===== src/rtl/call_stack_unit_if.sv =====
// Decoder/datapath-facing bundle for the hardware call stack.
// The master drives the strobes; the slave (the stack) returns the top entry and status.
interface call_stack_unit_if #(
    parameter int unsigned DATA_W = 16,
    parameter int unsigned SP_W   = 5
);
    logic              push;
    logic              pop;
    logic [DATA_W-1:0] push_data;
    logic              err_clr;
    logic [DATA_W-1:0] top_data;
    logic [SP_W-1:0]   sp;
    logic              empty;
    logic              full;
    logic              overflow;
    logic              underflow;

    modport master (
        output push, pop, push_data, err_clr,
        input  top_data, sp, empty, full, overflow, underflow
    );

    modport slave (
        input  push, pop, push_data, err_clr,
        output top_data, sp, empty, full, overflow, underflow
    );
endinterface


===== src/rtl/call_stack_unit.sv =====
// Saturating hardware LIFO for return addresses and pushed registers.
// Top of stack is read combinationally so a pop can be consumed in the same cycle.
module call_stack_unit #(
    parameter int unsigned DATA_W = 16,
    parameter int unsigned DEPTH  = 16,
    parameter int unsigned SP_W   = 5
) (
    input  logic               clk,
    input  logic               rst_n,
    call_stack_unit_if.slave   bus
);
    localparam int unsigned IDX_W = $clog2(DEPTH);

    logic [DATA_W-1:0] r_mem [DEPTH];
    logic [SP_W-1:0]   r_sp;
    logic              r_ovf;
    logic              r_unf;

    logic [SP_W-1:0]   w_sp_d;
    logic              w_ovf_d;
    logic              w_unf_d;
    logic              w_we;
    logic [IDX_W-1:0]  w_waddr;
    logic [IDX_W-1:0]  w_top_idx;
    logic              w_empty;
    logic              w_full;

    assign w_empty   = (r_sp == '0);
    assign w_full    = (r_sp == SP_W'(DEPTH));
    assign w_top_idx = IDX_W'(r_sp - SP_W'(1));

    always_comb begin
        w_sp_d  = r_sp;
        w_we    = 1'b0;
        w_waddr = r_sp[IDX_W-1:0];
        // Clear first so an error event in the same cycle wins
        w_ovf_d = r_ovf & ~bus.err_clr;
        w_unf_d = r_unf & ~bus.err_clr;
        case ({bus.push, bus.pop})
            2'b10: begin
                if (!w_full) begin
                    w_we   = 1'b1;
                    w_sp_d = r_sp + SP_W'(1);
                end else begin
                    w_ovf_d = 1'b1;
                end
            end
            2'b01: begin
                if (!w_empty) begin
                    w_sp_d = r_sp - SP_W'(1);
                end else begin
                    w_unf_d = 1'b1;
                end
            end
            2'b11: begin
                w_we = 1'b1;
                if (!w_empty) begin
                    w_waddr = w_top_idx;
                end else begin
                    // Replace on an empty stack degrades to a plain push
                    w_waddr = '0;
                    w_sp_d  = SP_W'(1);
                    w_unf_d = 1'b1;
                end
            end
            default: ;
        endcase
    end

    always_ff @(posedge clk or negedge rst_n) begin
        if (!rst_n) begin
            r_sp  <= '0;
            r_ovf <= 1'b0;
            r_unf <= 1'b0;
        end else begin
            r_sp  <= w_sp_d;
            r_ovf <= w_ovf_d;
            r_unf <= w_unf_d;
        end
    end

    always_ff @(posedge clk) begin
        if (w_we) begin
            r_mem[w_waddr] <= bus.push_data;
        end
    end

    assign bus.top_data  = w_empty ? '0 : r_mem[w_top_idx];
    assign bus.sp        = r_sp;
    assign bus.empty     = w_empty;
    assign bus.full      = w_full;
    assign bus.overflow  = r_ovf;
    assign bus.underflow = r_unf;
endmodule


===== src/flat_wrapper.sv =====
// flat-port wrapper written by rule: the top's interface ports become plain ports
module call_stack_unit_flat 
#(
    parameter int unsigned DATA_W = 16,
    parameter int unsigned DEPTH  = 16,
    parameter int unsigned SP_W   = 5
)
  (clk, rst_n, bus_push, bus_pop, bus_push_data, bus_err_clr, bus_top_data, bus_sp, bus_empty, bus_full, bus_overflow, bus_underflow);
  call_stack_unit_if #(.DATA_W(DATA_W), .SP_W(SP_W)) bus_i ();
  input  logic clk;
  input  logic rst_n;
  input wire logic [$bits(bus_i.push)-1:0] bus_push;
  input wire logic [$bits(bus_i.pop)-1:0] bus_pop;
  input wire logic [$bits(bus_i.push_data)-1:0] bus_push_data;
  input wire logic [$bits(bus_i.err_clr)-1:0] bus_err_clr;
  output wire logic [$bits(bus_i.top_data)-1:0] bus_top_data;
  output wire logic [$bits(bus_i.sp)-1:0] bus_sp;
  output wire logic [$bits(bus_i.empty)-1:0] bus_empty;
  output wire logic [$bits(bus_i.full)-1:0] bus_full;
  output wire logic [$bits(bus_i.overflow)-1:0] bus_overflow;
  output wire logic [$bits(bus_i.underflow)-1:0] bus_underflow;
  assign bus_i.push = bus_push;
  assign bus_i.pop = bus_pop;
  assign bus_i.push_data = bus_push_data;
  assign bus_i.err_clr = bus_err_clr;
  assign bus_top_data = bus_i.top_data;
  assign bus_sp = bus_i.sp;
  assign bus_empty = bus_i.empty;
  assign bus_full = bus_i.full;
  assign bus_overflow = bus_i.overflow;
  assign bus_underflow = bus_i.underflow;
  call_stack_unit #(.DATA_W(DATA_W), .DEPTH(DEPTH), .SP_W(SP_W)) u_core (.clk(clk), .rst_n(rst_n), .bus(bus_i));
endmodule

===== config.mk =====
export PLATFORM = sky130hd
export DESIGN_NAME = call_stack_unit_flat
export DESIGN_NICKNAME = d
export VERILOG_FILES = /design/src/rtl/call_stack_unit_if.sv /design/src/rtl/call_stack_unit.sv /design/src/flat_wrapper.sv
export SDC_FILE = /design/constraint.sdc
export NUM_CORES = 1
export LEC_CHECK = 0
export BUFFER_PORTS_ARGS = -buffer_cell sky130_fd_sc_hd__buf_2
export CAP_MARGIN = 25
export CORE_MARGIN = 1.5
export CORE_UTILIZATION = 50
export DETAILED_ROUTE_END_ITERATION = 10
export GPL_TIMING_DRIVEN = 0
export PLACE_DENSITY = 0.67
export SYNTH_ARGS = -nofsm -noshare
export SYNTH_HDL_FRONTEND = slang
export SYNTH_SLANG_ARGS = --single-unit

===== constraint.sdc =====
create_clock -name clk -period 4.37 [get_ports clk]
set_input_delay 0.437 -clock clk [delete_from_list [all_inputs] [get_ports clk]]
set_output_delay 0.437 -clock clk [all_outputs]
set_load 0.005 [all_outputs]

# Yosys cells after proc, flatten, opt, wreduce, memory -nomap -nowiden
# Memories as Yosys holds them, arrays and structs flattened.
# Index checks and enable logic that the tools add are counted.
[classes]
add_sub_neg = 2
n_reduce_logical = 4
n_mux = 15
bitwise = 3
eq_ne = 7
[op_table]
columns = ["operator", "n"]
rows = [
  ["two-way mux 16 bit", 1],
  ["two-way mux 5 bit", 3],
  ["one-hot mux 5 bit (3 select lines)", 1],
  ["two-way mux 4 bit", 2],
  ["two-way mux 1 bit", 7],
  ["adder 5 x 1 -> 5 bit (second input constant)", 1],
  ["== test 5 bit (second input constant)", 1],
  ["zero test 5 bit", 1],
  ["subtractor 5 x 1 -> 5 bit (second input constant)", 1],
  ["== test 2 bit (second input constant)", 2],
  ["inequality test 2 bit (second input constant)", 2],
  ["AND reduction 4 bit", 1],
  ["nonzero test 3 bit", 1],
  ["AND 1 bit", 2],
  ["== test 2 x 1 -> 1 bit (second input constant)", 1],
  ["inequality test 2 x 1 -> 1 bit (second input constant)", 1],
  ["one-hot mux 1 bit (2 select lines)", 1],
  ["OR reduction 2 bit", 1],
  ["NOT 1 bit", 1],
]
[word_totals]
output_inout_bits = 25
ramBits = 256
regBits = 7
input_bits = 21
wordCells = 35
memories = 1
[mem_list]
columns = ["memory", "words", "word_bits", "rd", "rd_ports_with_merged_regs", "write_ports", "line_no", "text"]
rows = [
  ["u_core.r_mem", 16, 16, 1, 0, 1, "call_stack_unit.sv:14", "logic [DATA_W-1:0] r_mem [DEPTH];"],
]

# Longest topological paths before layout
[logic_depth]
word_depth = 5
mapped_depth = 13
depth_no_buf = 7

# Least setup slack after synthesis
# Ideal clock, no wire load.
[synth_path]
path_kind = "register to register"
from = "reg u_core.r_sp[0], in the netlist u_core.bus.sp[0]"
to = "mem u_core.r_mem[1][0], enable pin"
synth_period_minus_slack_ps = 3632
setup_slack_ps = 738
required_ps = 3982
path_stages_with_launch = 13
path_buffers = 7
setup_time_ps = 388
t_arrival_ps = 3244
cell_sequence = "dfrtp_1 > buf_4 > buf_6 > buf_4 > buf_2 > inv_1 > ha_1 > clkbuf_1 > buf_2 > clkbuf_1 > nor4b_1 > a31oi_1 > nor2_1"
[synth_between]
elab_chain_cells = 5
word_cells_on_any_way = 9
classes_between = "add/sub: 1; eq/ne: 1; mux: 6; reduce/logical: 1"
[synth_rtl]
columns = ["element", "line_no", "text"]
rows = [
  ["start: declaration", "call_stack_unit.sv:15", "logic [SP_W-1:0] r_sp;"],
  ["start signal: assignment", "call_stack_unit.sv:76", "r_sp <= w_sp_d;"],
  ["== test 5 bit", "call_stack_unit.sv:29", "assign w_full = (r_sp == SP_W'(DEPTH));"],
  ["two-way mux 1 bit", "call_stack_unit.sv:41", "if (!w_full) begin"],
  ["one-hot mux 1 bit (2 select lines)", "call_stack_unit.sv:39", "case ({bus.push, bus.pop})"],
  ["two-way mux 1 bit", "call_stack_unit.sv:83", "if (w_we) begin"],
  ["two-way mux 1 bit (implied by the code)", "call_stack_unit.sv:84", "r_mem[w_waddr] <= bus.push_data;"],
  ["end: declaration", "call_stack_unit.sv:14", ""],
]
# Parallel ways exist; a longest one is shown, timed or not.

# Worst setup path after layout
[layout_path]
from = "reg u_core.r_sp[0], in the netlist u_core.bus.sp[0]"
to = "out bus_top_data[12]"
[layout_between]
elab_chain_cells = 3
word_cells_on_any_way = 4
classes_between = "add/sub: 1; mux: 1; reduce/logical: 1; memory: 1"
[layout_rtl]
columns = ["element", "line_no", "text"]
rows = [
  ["subtractor 5 x 1 -> 5 bit", "call_stack_unit.sv:30", "assign w_top_idx = IDX_W'(r_sp - SP_W'(1));"],
  ["memory (16 x 16 bit)", "--", ""],
  ["two-way mux 16 bit *", "call_stack_unit.sv:88", "assign bus.top_data = w_empty ? '0 : r_mem[w_top_idx];"],
  ["end: declaration", "flat_wrapper.sv:16", "output wire logic [$bits(bus_i.top_data)-1:0] bus_top_data;"],
]
# Mark *: on every way between the ends. The rest lies on a longest branch, timed or not.

==> results_dict.tcl <==
set metrics [dict create \
    ctsLongestPathBuffers 3 \
    ir_drop_mv 0.425 \
    synth_flop_cell "edfxtp_1" \
    synth_cells 503 \
    pwr-share-clk_pct 24.5 \
    cts_root_buffer "clkbuf_16" \
    crit_required_ns 3.93 \
    fin_util_pct 59.9 \
    die_w_um 148 \
    pre_cts_ws_ns -0.0654 \
    antenna_found_initial 0 \
    layout_commonest_cell "edfxtp_1" \
    register_area_um2 7860 \
    rsz0062_at_grt "no" \
    crit_chain "buf_4, buf_8, buf_2, inv_1, ha_1, clkbuf_1, buf_4, clkbuf_4, mux4_2, mux2i_1, o22ai_1, buf_2" \
    yosysSeqAreaShare_pct 74.8 \
    synthTopCellsByArea "edfxtp_1 73%, mux4_2 14%, mux2i_1 3.2%" \
    synth_top_area_share_pct 73.2 \
    p_switching_uw 3020 \
    p_seq_share_pct 35.2 \
    antennaDiodeCount 0 \
    netlist_area_um2 10500 \
    grt.overflow.total 0 \
    fill_cells 1491 \
    die_area_um2 21900 \
    timing.hold.ws_ns 0.251 \
    min_period_over_period_pct 94.4 \
    wl_per_cell_um 25.8 \
    cp-start-kind "flip-flop" \
    multiInputGateArea_um2 2500 \
    cts_tree "yes" \
    cp_max_fo 19 \
    io_buffers 45 \
    top_usage_layer "met2" \
    ys_types 47 \
    yosys.area.top_type "edfxtp_1" \
    synth_edf_count 256 \
    grtUsageMet1_pct 30.0 \
    drc 0 \
    mostFrequentLayoutCells "256 x edfxtp_1, 64 x mux4_2, 55 x buf_2" \
    place.gp.congestion 0.854 \
    clk_latency_ns 0.53 \
    numClockSinks 263 \
    die_y_um 148 \
    max-cap-violations 0 \
    internal-power_uw 5930 \
    worst_slack_ns 0.246 \
    nets 616 \
    fmax_mhz 242 \
    final_antenna_net_count 0 \
    grtUsageMet2_pct 34.4 \
    setup_viol 0 \
    drtPass1Iterations 5 \
    grt_pass1_vias 5555 \
    drtIter0Drc 543 \
    combPwrFrac_pct 40.3 \
    placement_rows 52 \
    grt_usage_pct 21.5 \
    drive_gt1_share_pct 34.5 \
    synthArstFlopShare_pct 2.66 \
    wl_um 22800 \
    maxSlewViolCount 0 \
    run_status "finished clean" \
    core_um2 20400 \
    p_per_area_nw_per_um2 732 \
    finClkSkew_ns 0.0166 \
    r2r_slack_ns 0.48 \
    cts_buffers 26 \
    min_path_type "primary input to flip-flop" \
    h-tree-depth 1 \
    worstSetupPathType "flip-flop to output port" \
    area.growth.synth_to_final_pct 16.4 \
    ys.warnings.count 0 \
    p_leak_uw 0.00414 \
    cp-end-kind "output port" \
    tightest_slew_ns 0.844 \
    cp.arrival_ns 3.69 \
    num_vias 5417 \
    finalPower_uw 8950 \
    start_util_pct 51.4 \
    hold_violations 0 \
    slowest_stage "dfrtp_1" \
    grt_max_degree 20 \
    grt_first_pass_wirelength_um 34000 \
    grt_use_met3_pct 4.38 \
    syn-num-nets 527 \
    swShare_pct 33.7 \
    slew_headroom_pct 43.1 \
    ys_ff_latch 263 \
    fin_crit_ns 4.12 \
    cts.clk_slew.worst_paths_ns 0.06 \
    dpl.hpwl_um 15500 \
    synth.avg_cell_area_um2 20.9 \
    io_pins 46 \
    cpPeakStageDelay_ns 0.37 \
    vias_per_cell 6.14 \
]
## power groups by stage
| stage | sequential [uW] | clock (uW) | combinational [uW] |
|---|---|---|---|
| finish | 3150 | 2190 | 3600 |
| global route | 3170 | 2320 | 3820 |
| CTS | 3160 | 2230 | 3610 |
| detailed placement | 3210 | 0 | 3590 |
| global placement | 3200 | 0 | 3410 |
| floorplan | 3190 | 0 | 2260 |
## state kept, by name, indices dropped and copies added (netlist names)
register and cells:
u_core.r_mem 256, u_core.bus.underflow 1, u_core.bus.overflow 1, u_core.bus.sp 5
## synthesized netlist by cell type (all sizes together) (2+ instances only)
cell type and number:
edfxtp 256, mux4 64, mux2i 35, nor2 20, o22ai 17, buf 16
clkbuf 15, dfrtp 7, inv 7, nand2 6, o21ai 6, a21oi 5
a31oi 4, ha 3, nand3 3, nor3 3, nor4 3, a211oi 2
a22o 2, a2bb2oi 2, and3 2, mux2 2, nand2b 2, nor4b 2
or4b 2, xor2 2
## metal layers
metal  part of all wire (%)  routed length (um)
met1                     42                9460
met2                     47               10800
met3                    8.1                1840
met4                    3.0                 687
met5                      0                   0
## cells by family after synthesis
| group | Yosys count | share of synthesized area, % |
|---|---|---|
| AOI/OAI and AO/OA | 47 | 3.02 |
| xor gates and xnor gates | 2 | 0.167 |
| adders and majority gates | 3 | 0.357 |
| buffers and inverters | 38 | 1.77 |
| DFF | 263 | 74.8 |
| muxes | 101 | 17.3 |
| and+or+nand+nor | 49 | 2.51 |
## per-stage QoR
step	setup TNS [ns]	std cells	instance area (um2)
after global placement	-140.96	818	11100
after floorplan	0	503	10500
after detailed placement	-1.24	834	11400
final	0	882	12200
after CTS	0	882	12200
after global routing	0	882	12200
## layout make-up
class	instances	area share (%)
repair buffers	62	3.89
multi-input cells	202	20.5
inverters	7	0.215
well taps	270	2.76
plain buffers	30	1.39
clock inverters	10	0.870
clock buffers	38	6.11
flip-flops and latches	263	64.3
## critical path, delay by kind of cell, from the launching register on
kind | cells | cell delay, ns
AO/OA/AOI/OAI | 1 | 0.18
adder cells (fa/ha/maj) | 1 | 0.30
buffers and inverters | 8 | 1.77
flip-flops | 1 | 0.37
multiplexers | 2 | 0.54
## worst paths after layout
path / start / to / cells after the start
min in group asynchronous: rst_n / u_core.bus.sp[4] / 2
hold / removal: bus_err_clr / u_core.bus.overflow / 3
setup reg to reg: u_core.bus.sp[0] / u_core.r_mem[1][11] / 12
hold reg to reg: u_core.bus.overflow / u_core.bus.overflow / 1
max in group asynchronous: rst_n / u_core.bus.underflow / 2
setup / recovery: u_core.bus.sp[0] / bus_top_data[12] / 12
## repair_timing
| action | CTS | global route |
|---|---|---|
| setup endpoints to repair | 85 | 3 |
| endpoints found under the hold margin | 7 | 0 |
| gates resized for setup | 9 | 3 |
| hold buffers | 1 | 0 |
| buffers inserted | 0 | 0 |
| pin swaps | 0 | 0 |
No activity file was read; power rests on OpenSTA's default activity.
